--- src/rtl/sdram_arbiter_if.sv ---
`default_nettype none
// ============================================================================
// Module   : sdram_arbiter_if
// Purpose  : One copy of the SDRAM request/ack/valid/q bus. It is used for
//            each requesting port and for the link to the SDRAM controller.
// Signals  : addr, data, bwe, we, req  - driven by the requester
//            ack, valid, q             - driven by the responder
// Modports : master - the requester side (drives the request fields)
//            slave  - the responder side (drives ack/valid/q)
// Revision : 1.0 - initial release
// ============================================================================
interface sdram_arbiter_if #(
  parameter int ADDR_W = 24,
  parameter int DATA_W = 32
);
  localparam int BWE_W = DATA_W / 8;

  logic [ADDR_W-1:0] addr;
  logic [DATA_W-1:0] data;
  logic [BWE_W-1:0]  bwe;
  logic              we;
  logic              req;
  logic              ack;
  logic              valid;
  logic [DATA_W-1:0] q;

  modport master (
    output addr, data, bwe, we, req,
    input  ack, valid, q
  );

  modport slave (
    input  addr, data, bwe, we, req,
    output ack, valid, q
  );
endinterface
`default_nettype wire

--- src/rtl/sdram_arbiter.sv ---
`default_nettype none
// ============================================================================
// Module   : sdram_arbiter
// Purpose  : Two-port arbiter in front of the SDRAM controller. Port 0 is
//            instruction fetch and port 1 is data access. Only one transaction
//            is in flight at a time. The sequence is: arbitrate in IDLE,
//            forward in GRANT, then route the read data back in WAIT_RD.
// Ports    : clk       - system clock; all logic uses the rising edge
//            reset_n   - asynchronous, active-low reset
//            p0, p1    - requesting ports (slave modport of sdram_arbiter_if)
//            mem       - link to the SDRAM controller (master modport)
//            dbg_state - current FSM state (0 IDLE, 1 GRANT, 2 WAIT_RD)
// Params   : ADDR_W, DATA_W - bus widths; these must match the interfaces
//            RR             - 1 selects round-robin, 0 gives port 0 fixed priority
// Revision : 1.0 - initial release
// ============================================================================
module sdram_arbiter #(
  parameter int ADDR_W = 24,
  parameter int DATA_W = 32,
  parameter int RR     = 1
) (
  input  logic                  clk,
  input  logic                  reset_n,
  sdram_arbiter_if.slave        p0,
  sdram_arbiter_if.slave        p1,
  sdram_arbiter_if.master       mem,
  output logic [1:0]            dbg_state
);

  localparam int BWE_W = DATA_W / 8;

  typedef enum logic [1:0] {
    ST_IDLE    = 2'd0,
    ST_GRANT   = 2'd1,
    ST_WAIT_RD = 2'd2
  } state_t;

  state_t state_q, state_d;
  logic   grant_q, grant_d;   // 0: port 0 owns the bus, 1: port 1
  logic   last_q,  last_d;    // port that completed the most recent transaction

  // Request fields of the granted port, selected by the registered grant.
  logic [ADDR_W-1:0] sel_addr;
  logic [DATA_W-1:0] sel_data;
  logic [BWE_W-1:0]  sel_bwe;
  logic              sel_we;
  logic              sel_req;

  always_comb begin
    if (grant_q) begin
      sel_addr = p1.addr;
      sel_data = p1.data;
      sel_bwe  = p1.bwe;
      sel_we   = p1.we;
      sel_req  = p1.req;
    end else begin
      sel_addr = p0.addr;
      sel_data = p0.data;
      sel_bwe  = p0.bwe;
      sel_we   = p0.we;
      sel_req  = p0.req;
    end
  end

  // --------------------------------------------------------------------------
  // State register
  // --------------------------------------------------------------------------
  always_ff @(posedge clk or negedge reset_n) begin
    if (!reset_n) begin
      state_q <= ST_IDLE;
      grant_q <= 1'b0;
      last_q  <= 1'b1;        // port 0 wins the first contested arbitration
    end else begin
      state_q <= state_d;
      grant_q <= grant_d;
      last_q  <= last_d;
    end
  end

  // --------------------------------------------------------------------------
  // Next-state logic
  // --------------------------------------------------------------------------
  always_comb begin
    state_d = state_q;
    grant_d = grant_q;
    last_d  = last_q;
    case (state_q)
      ST_IDLE: begin
        if (p0.req || p1.req) begin
          state_d = ST_GRANT;
          if (p0.req && p1.req) begin
            grant_d = (RR != 0) ? ~last_q : 1'b0;
          end else begin
            grant_d = p1.req;
          end
        end
      end
      ST_GRANT: begin
        // A requester that drops its request before the ack aborts the
        // transaction. The fairness history is left untouched.
        if (!sel_req) begin
          state_d = ST_IDLE;
        end else if (mem.ack) begin
          if (sel_we) begin
            last_d  = grant_q;
            state_d = ST_IDLE;
          end else begin
            state_d = ST_WAIT_RD;
          end
        end
      end
      ST_WAIT_RD: begin
        if (mem.valid) begin
          last_d  = grant_q;
          state_d = ST_IDLE;
        end
      end
      default: state_d = ST_IDLE;   // unused encoding recovers to IDLE
    endcase
  end

  // --------------------------------------------------------------------------
  // Output routing
  // --------------------------------------------------------------------------
  always_comb begin
    mem.addr = '0;
    mem.data = '0;
    mem.bwe  = '0;
    mem.we   = 1'b0;
    mem.req  = 1'b0;
    p0.ack   = 1'b0;
    p1.ack   = 1'b0;
    p0.valid = 1'b0;
    p1.valid = 1'b0;
    p0.q     = '0;
    p1.q     = '0;
    case (state_q)
      ST_GRANT: begin
        mem.addr = sel_addr;
        mem.data = sel_data;
        mem.bwe  = sel_bwe;
        mem.we   = sel_we;
        // mem.req follows the live request, so an abort drops it in the
        // same cycle.
        mem.req  = sel_req;
        // The ack is gated by the request, so an aborting port cannot
        // receive one.
        p0.ack   = mem.ack & sel_req & ~grant_q;
        p1.ack   = mem.ack & sel_req &  grant_q;
      end
      ST_WAIT_RD: begin
        p0.valid = mem.valid & ~grant_q;
        p1.valid = mem.valid &  grant_q;
        p0.q     = mem.q;
        p1.q     = mem.q;
      end
      default: ;
    endcase
  end

  assign dbg_state = state_q;

endmodule
`default_nettype wire

--- src/flat_wrapper.sv ---
// flat-port wrapper written by rule: the top's interface ports become plain ports
module sdram_arbiter_flat 
#(
  parameter int ADDR_W = 24,
  parameter int DATA_W = 32,
  parameter int RR     = 1
)
  (clk, reset_n, dbg_state, p0_addr, p0_data, p0_bwe, p0_we, p0_req, p0_ack, p0_valid, p0_q, p1_addr, p1_data, p1_bwe, p1_we, p1_req, p1_ack, p1_valid, p1_q, mem_addr, mem_data, mem_bwe, mem_we, mem_req, mem_ack, mem_valid, mem_q);
  sdram_arbiter_if #(.ADDR_W(ADDR_W), .DATA_W(DATA_W)) p0_i ();
  sdram_arbiter_if #(.ADDR_W(ADDR_W), .DATA_W(DATA_W)) p1_i ();
  sdram_arbiter_if #(.ADDR_W(ADDR_W), .DATA_W(DATA_W)) mem_i ();
  input  logic clk;
  input  logic reset_n;
  output logic [1:0] dbg_state;
  input wire logic [$bits(p0_i.addr)-1:0] p0_addr;
  input wire logic [$bits(p0_i.data)-1:0] p0_data;
  input wire logic [$bits(p0_i.bwe)-1:0] p0_bwe;
  input wire logic [$bits(p0_i.we)-1:0] p0_we;
  input wire logic [$bits(p0_i.req)-1:0] p0_req;
  output wire logic [$bits(p0_i.ack)-1:0] p0_ack;
  output wire logic [$bits(p0_i.valid)-1:0] p0_valid;
  output wire logic [$bits(p0_i.q)-1:0] p0_q;
  input wire logic [$bits(p1_i.addr)-1:0] p1_addr;
  input wire logic [$bits(p1_i.data)-1:0] p1_data;
  input wire logic [$bits(p1_i.bwe)-1:0] p1_bwe;
  input wire logic [$bits(p1_i.we)-1:0] p1_we;
  input wire logic [$bits(p1_i.req)-1:0] p1_req;
  output wire logic [$bits(p1_i.ack)-1:0] p1_ack;
  output wire logic [$bits(p1_i.valid)-1:0] p1_valid;
  output wire logic [$bits(p1_i.q)-1:0] p1_q;
  output wire logic [$bits(mem_i.addr)-1:0] mem_addr;
  output wire logic [$bits(mem_i.data)-1:0] mem_data;
  output wire logic [$bits(mem_i.bwe)-1:0] mem_bwe;
  output wire logic [$bits(mem_i.we)-1:0] mem_we;
  output wire logic [$bits(mem_i.req)-1:0] mem_req;
  input wire logic [$bits(mem_i.ack)-1:0] mem_ack;
  input wire logic [$bits(mem_i.valid)-1:0] mem_valid;
  input wire logic [$bits(mem_i.q)-1:0] mem_q;
  assign p0_i.addr = p0_addr;
  assign p0_i.data = p0_data;
  assign p0_i.bwe = p0_bwe;
  assign p0_i.we = p0_we;
  assign p0_i.req = p0_req;
  assign p0_ack = p0_i.ack;
  assign p0_valid = p0_i.valid;
  assign p0_q = p0_i.q;
  assign p1_i.addr = p1_addr;
  assign p1_i.data = p1_data;
  assign p1_i.bwe = p1_bwe;
  assign p1_i.we = p1_we;
  assign p1_i.req = p1_req;
  assign p1_ack = p1_i.ack;
  assign p1_valid = p1_i.valid;
  assign p1_q = p1_i.q;
  assign mem_addr = mem_i.addr;
  assign mem_data = mem_i.data;
  assign mem_bwe = mem_i.bwe;
  assign mem_we = mem_i.we;
  assign mem_req = mem_i.req;
  assign mem_i.ack = mem_ack;
  assign mem_i.valid = mem_valid;
  assign mem_i.q = mem_q;
  sdram_arbiter #(.ADDR_W(ADDR_W), .DATA_W(DATA_W), .RR(RR)) u_core (.clk(clk), .reset_n(reset_n), .p0(p0_i), .p1(p1_i), .mem(mem_i), .dbg_state(dbg_state));
endmodule
--- config.mk ---
export PLATFORM = sky130hd
export DESIGN_NAME = sdram_arbiter_flat
export DESIGN_NICKNAME = d
export VERILOG_FILES = /design/src/rtl/sdram_arbiter_if.sv /design/src/rtl/sdram_arbiter.sv /design/src/flat_wrapper.sv
export SDC_FILE = /design/constraint.sdc
export NUM_CORES = 1
export LEC_CHECK = 0
export BUFFER_PORTS_ARGS = -buffer_cell sky130_fd_sc_hd__buf_2
export CAP_MARGIN = 20
export CORE_AREA = 2 2 115 117
export DETAILED_ROUTE_END_ITERATION = 8
export DIE_AREA = 0 0 117 119
export SKIP_LAST_GASP = 1
export SLEW_MARGIN = 20
export SYNTH_ARGS = -nofsm -noshare
export SYNTH_HDL_FRONTEND = slang
export SYNTH_SLANG_ARGS = --single-unit
--- constraint.sdc ---
create_clock -name clk -period 2.5 [get_ports clk]
set_input_delay 0.5 -clock clk [delete_from_list [all_inputs] [get_ports clk]]
set_output_delay 0.5 -clock clk [all_outputs]
set_load 0.02 [all_outputs]
Word level (Yosys, flattened, before mapping)
Cells that the tools add are included.
{ "word_totals": {"reg_bits": 4, "latch_bits": 0, "ramBits": 0, "rom_bits": 0, "inputBits": 160, "output_inout_bits": 132, "mem_count": 0} }
{ "classes": {"addsub": 0, "multipliers": 0, "div": 0, "order_cmp": 0, "n_eq_ne": 8, "shifts": 0, "muxes": 27, "bitwise": 7, "reduce_logical": 7} }
{ "ops": {"columns": ["op", "count"], "rows": [
  ["$mux W32", 3],
  ["$mux W24", 2],
  ["$mux W1", 13],
  ["$mux W2", 5],
  ["$mux W4", 2],
  ["$ne A2 B1 Y1 const B", 3],
  ["$pmux W2 S3", 1],
  ["$and A1 B1 Y1", 5],
  ["$reduce_and A5 Y1", 1],
  ["$ne A2 B2 Y1 const B", 2],
  ["$ne A3 B3 Y1 const B", 1],
  ["$reduce_and A3 Y1", 1],
  ["$eq A2 B1 Y1 const B", 1],
  ["$eq A2 B2 Y1 const B", 1],
  ["$logic_not A2 Y1", 1],
  ["$not A1 Y1", 2],
  ["$pmux W1 S2", 1],
  ["$reduce_and A2 Y1", 1],
  ["$reduce_bool A2 Y1", 1],
  ["$logic_and A1 B1 Y1", 1],
  ["$logic_or A1 B1 Y1", 1]
]} }

Logic depth before layout (Yosys ltp)
{ "depth": {"ltp_word": 5, "depth_mapped": 4, "depth_no_buf": 3} }

Least setup slack after synthesis
OpenSTA, ideal clock, no wires.
{ "synth_path": {"kind": "reg2out", "from": "register u_core.state_q[0] (netlist: u_core.dbg_state[0])", "to": "output p1_q[10]", "t_arrival_ns": 1.386, "t_required_ns": 2.000, "slack_ns": 0.614, "path_stages_with_launch": 5, "path_buffers": 2, "path_cell_list": "dfrtp_1 and2b_1 clkbuf_1 and2_2 buf_4"} }
{ "synth_via": {"elab_chain_cells": 2} }
{ "synth_rtl": {"columns": ["item", "line", "source"], "rows": [
  ["start: declaration", "sdram_arbiter.sv:38", "state_t state_q, state_d;"],
  ["start signal: assignment", "sdram_arbiter.sv:74", "state_q <= state_d;"],
  ["$eq A2 B2 Y1", null, null],
  ["$mux W32", null, null],
  ["end: declaration", "flat_wrapper.sv:30", "output wire logic [$bits(p1_i.q)-1:0] p1_q;"]
]} }
Every way passes these cells.

Worst setup path in the final report
{ "layout_path": {"from": "register u_core.state_q[0] (netlist: u_core.dbg_state[0])", "to": "output p1_q[0]"} }
{ "layout_via": {"elab_chain_cells": 2} }
{ "layout_rtl": {"columns": ["item", "line", "source"], "rows": [
  ["$eq A2 B2 Y1", "sdram_arbiter.sv:137", "case (state_q)"],
  ["$mux W32", "sdram_arbiter.sv:137", null]
]} }
Every way passes these cells.

==> results.json <==
{
  "synth_cells": 236,
  "hp-class": "in -> async",
  "syn_area_per_cell_um2": 7.263,
  "power_density_nw_per_um2": 914.0,
  "routed_wl_mm": 7.195,
  "drt_first_pass_iters": 4,
  "arrival_ns": 1.55,
  "clock_latency_ns": 0.23,
  "crit_type": "reg -> out",
  "cp_top_family": "flip-flops",
  "synth_xor_area_share_pct": 0,
  "grt.total_usage_pct": 8.897,
  "ys_types": 26,
  "ys_seq_area_share_pct": 5.912,
  "synth-adder-area-share_pct": 0,
  "start_util_pct": 13.31,
  "grt_pass1_vias": 2111,
  "grt_max_degree": 36,
  "cts-resized-gates": 0,
  "core-area_um2": 12870,
  "synth_edf_count": 0,
  "synthFlopType": "dfrtp_1",
  "yosysMostFrequentCell": "nor2_1",
  "htree_levels": 1,
  "yosys-top-cells-area": "mux2i_1 36%, buf_4 15%, and2_2 14%, nor2_1 14%, dfrtp_1 4.4%",
  "finalSetupViolations": 0,
  "wire_per_inst_um": 10.85,
  "slowest_delay_ns": 0.45,
  "synth-simple-area-share_pct": 32.04,
  "synth_top_cell_area_share_pct": 35.62,
  "cts_tree": "yes",
  "overflow": 0,
  "fillCellCount": 1441,
  "ys_async_sr_fraction_pct": 100.0,
  "cts_buffers": 3,
  "die_x_um": 117,
  "required_ns": 2.00,
  "critPathSlowestCell": "dfrtp_1",
  "clock_sinks": 4,
  "synth_mux_area_share_pct": 35.62,
  "hold_buffers": 0,
  "die_h_um": 119,
  "fin_setup_tns_ns": 0,
  "ant_nets": 0,
  "path_clk_slew_ns": 0.03,
  "drt_iter0_drc": 64,
  "fin_worst_skew_ns": 0.002982,
  "gp_congestion": 0.8431,
  "num-nets-final": 648,
  "maxCapViolations": 0,
  "ir_worst_vdd_v": 0.0006703,
  "syn-num-nets": 396,
  "io_pins": 292,
  "cp_max_fo": 34,
  "area.growth.synth_to_final_pct": 85.55,
  "end_kind": "output pin",
  "hpwl_mm": 6.126,
  "dp_slack_ns": 0.6815,
  "r2r_start": "u_core.grant_q",
  "period_needed_ns": 2.050,
  "grt_antenna_before_repair": 0,
  "cts_buffer_depth": 2,
  "drc": 0,
  "ys.warnings.count": 0,
  "crit_buf_inv": 2,
  "rsz0062_at_grt": "false",
  "synth_common_cells": "64 x nor2_1, 61 x mux2i_1, 34 x buf_4",
  "critPathLaunch": "u_core.dbg_state[0]",
  "synth_seq_cells": 4,
  "antennaDiodeCount": 0,
  "power.leakage_nw": 2.056,
  "relSlewSlack_pct": 77.99,
  "start_kind": "register",
  "synth_compound_area_share_pct": 4.672,
  "path_depth": 4,
  "cts_root_buf": "clkbuf_16",
  "viasPerCell": 3.715,
  "drv_slew": 0,
  "grt_pass1_wl_mm": 10.14,
  "cts_setup_buffers": 0,
  "buffer_ports.inserted": 291,
  "setup_slack_ns": 0.4502,
  "rows": 42,
  "die_area_um2": 13920,
  "path_cells": "and2b_1 > buf_4 > and2_2 > buf_2",
  "fin_crit_sh_pct": 81.99,
  "fmax_ghz": 0.4878,
  "status": "finished clean",
  "synth_top_family_by_area": "multiplexers",
  "num_vias": 2463,
  "hold_viol": 0,
  "worstMarginPinSlew_ns": 0.3301,
  "yosysTopAreaCell": "mux2i_1",
  "drive_gt1_share_pct": 68.99,
  "syn_area_um2": 1714,
  "r2r_cells": 4
}
## power by group
part | internal, mW | switching (mW) | total (mW) | leakage [nW]
clock network | 0.211 | 0.0496 | 0.261 | 0.0382
logic | 0.966 | 1.54 | 2.51 | 1.97
registers | 0.0981 | 0.0407 | 0.139 | 0.0470
## per-stage QoR
stage               utilization [%]  power [mW]  std cells  cell area (um2)  hold WS [ns]
CTS                           24.70       2.945        663             3181       0.07336
global route                  24.70       3.141        663             3181       0.07634
detailed placement            24.09       2.674        659             3102        0.3111
floorplan                         -       1.975        236             1714        0.2044
finish                        24.70       2.907        663             3181       0.07082
global placement              24.09       2.689        659             3102        0.3132
## logic make-up (layout without fill, tap and decap cells)
group                  Yosys count  after routing
DFF                              4              4
buffers and inverters           53            304
and+or+nand+nor                107            107
muxes                           61             61
AOI/OAI and AO/OA               11             11
## cell usage in the layout (no fill, tap or decap)
master | synthesis | routed
buf_2 | 7 | 291
nor2_1 | 64 | 64
mux2i_1 | 61 | 61
and2_2 | 32 | 32
inv_1 | 4 | 4
nand2_1 | 3 | 3
clkbuf_16 | 0 | 3
buf_4 | 34 | 3
nand3b_1 | 2 | 2
a21oi_1 | 2 | 2
o22ai_1 | 2 | 2
buf_12 | 0 | 2
dfrtp_1 | 3 | 2
and2b_1 | 1 | 1
nand2b_2 | 0 | 1
and3_2 | 1 | 1
or2_1 | 1 | 1
nand2b_1 | 2 | 1
o22a_1 | 1 | 1
a21o_1 | 1 | 1
o21bai_1 | 1 | 1
and2b_2 | 1 | 1
a21boi_0 | 1 | 1
o211ai_1 | 1 | 1
o221ai_1 | 1 | 1
a32o_1 | 1 | 1
clkbuf_1 | 3 | 1
dfrtp_4 | 0 | 1
dfstp_2 | 1 | 1
## flip-flops by register name (all words and copies together), names as in the netlist
signal / count
u_core.dbg_state: 2
u_core.grant_q: 1
u_core.last_q: 1
## worst reg2reg max path, delay by kind of cell, from the launching register on
family                 cells  cell delay [ns]
DFF                        1             0.43
and+or+nand+nor            2             0.41
buffers and inverters      1             0.24
AOI/OAI and AO/OA          1             0.18
## routing by layer
metal	up-vias	GRT usage, %	wire length [um]
li1	1250	-	-
met1	1081	11.46	3080
met2	128	16.11	3442
met3	4	0.7634	629
met4	0	1.544	43
met5	-	0	0
## area by class of cell
type,instances,area [um2],area share (%)
timing repair buffer,296,1519,47.76
multi-input combinational,179,1242,39.06
tap,176,220.2,6.924
sequential,4,105.1,3.304
clock buffer,4,78.83,2.478
inverter,4,15.01,0.4721
## final timing paths
| path | end | slack, ns |
|---|---|---|
| setup reg to reg | u_core.last_q | 1.16 |
| hold reg to reg | u_core.dbg_state[0] | 0.54 |
| hold / removal | u_core.dbg_state[1] | 0.07 |
| setup / recovery | p1_q[0] | 0.45 |
| min in group clk | u_core.dbg_state[0] | 0.54 |
| max in group asynchronous | u_core.last_q | 2.22 |
No activity file was read; power rests on OpenSTA's default activity.
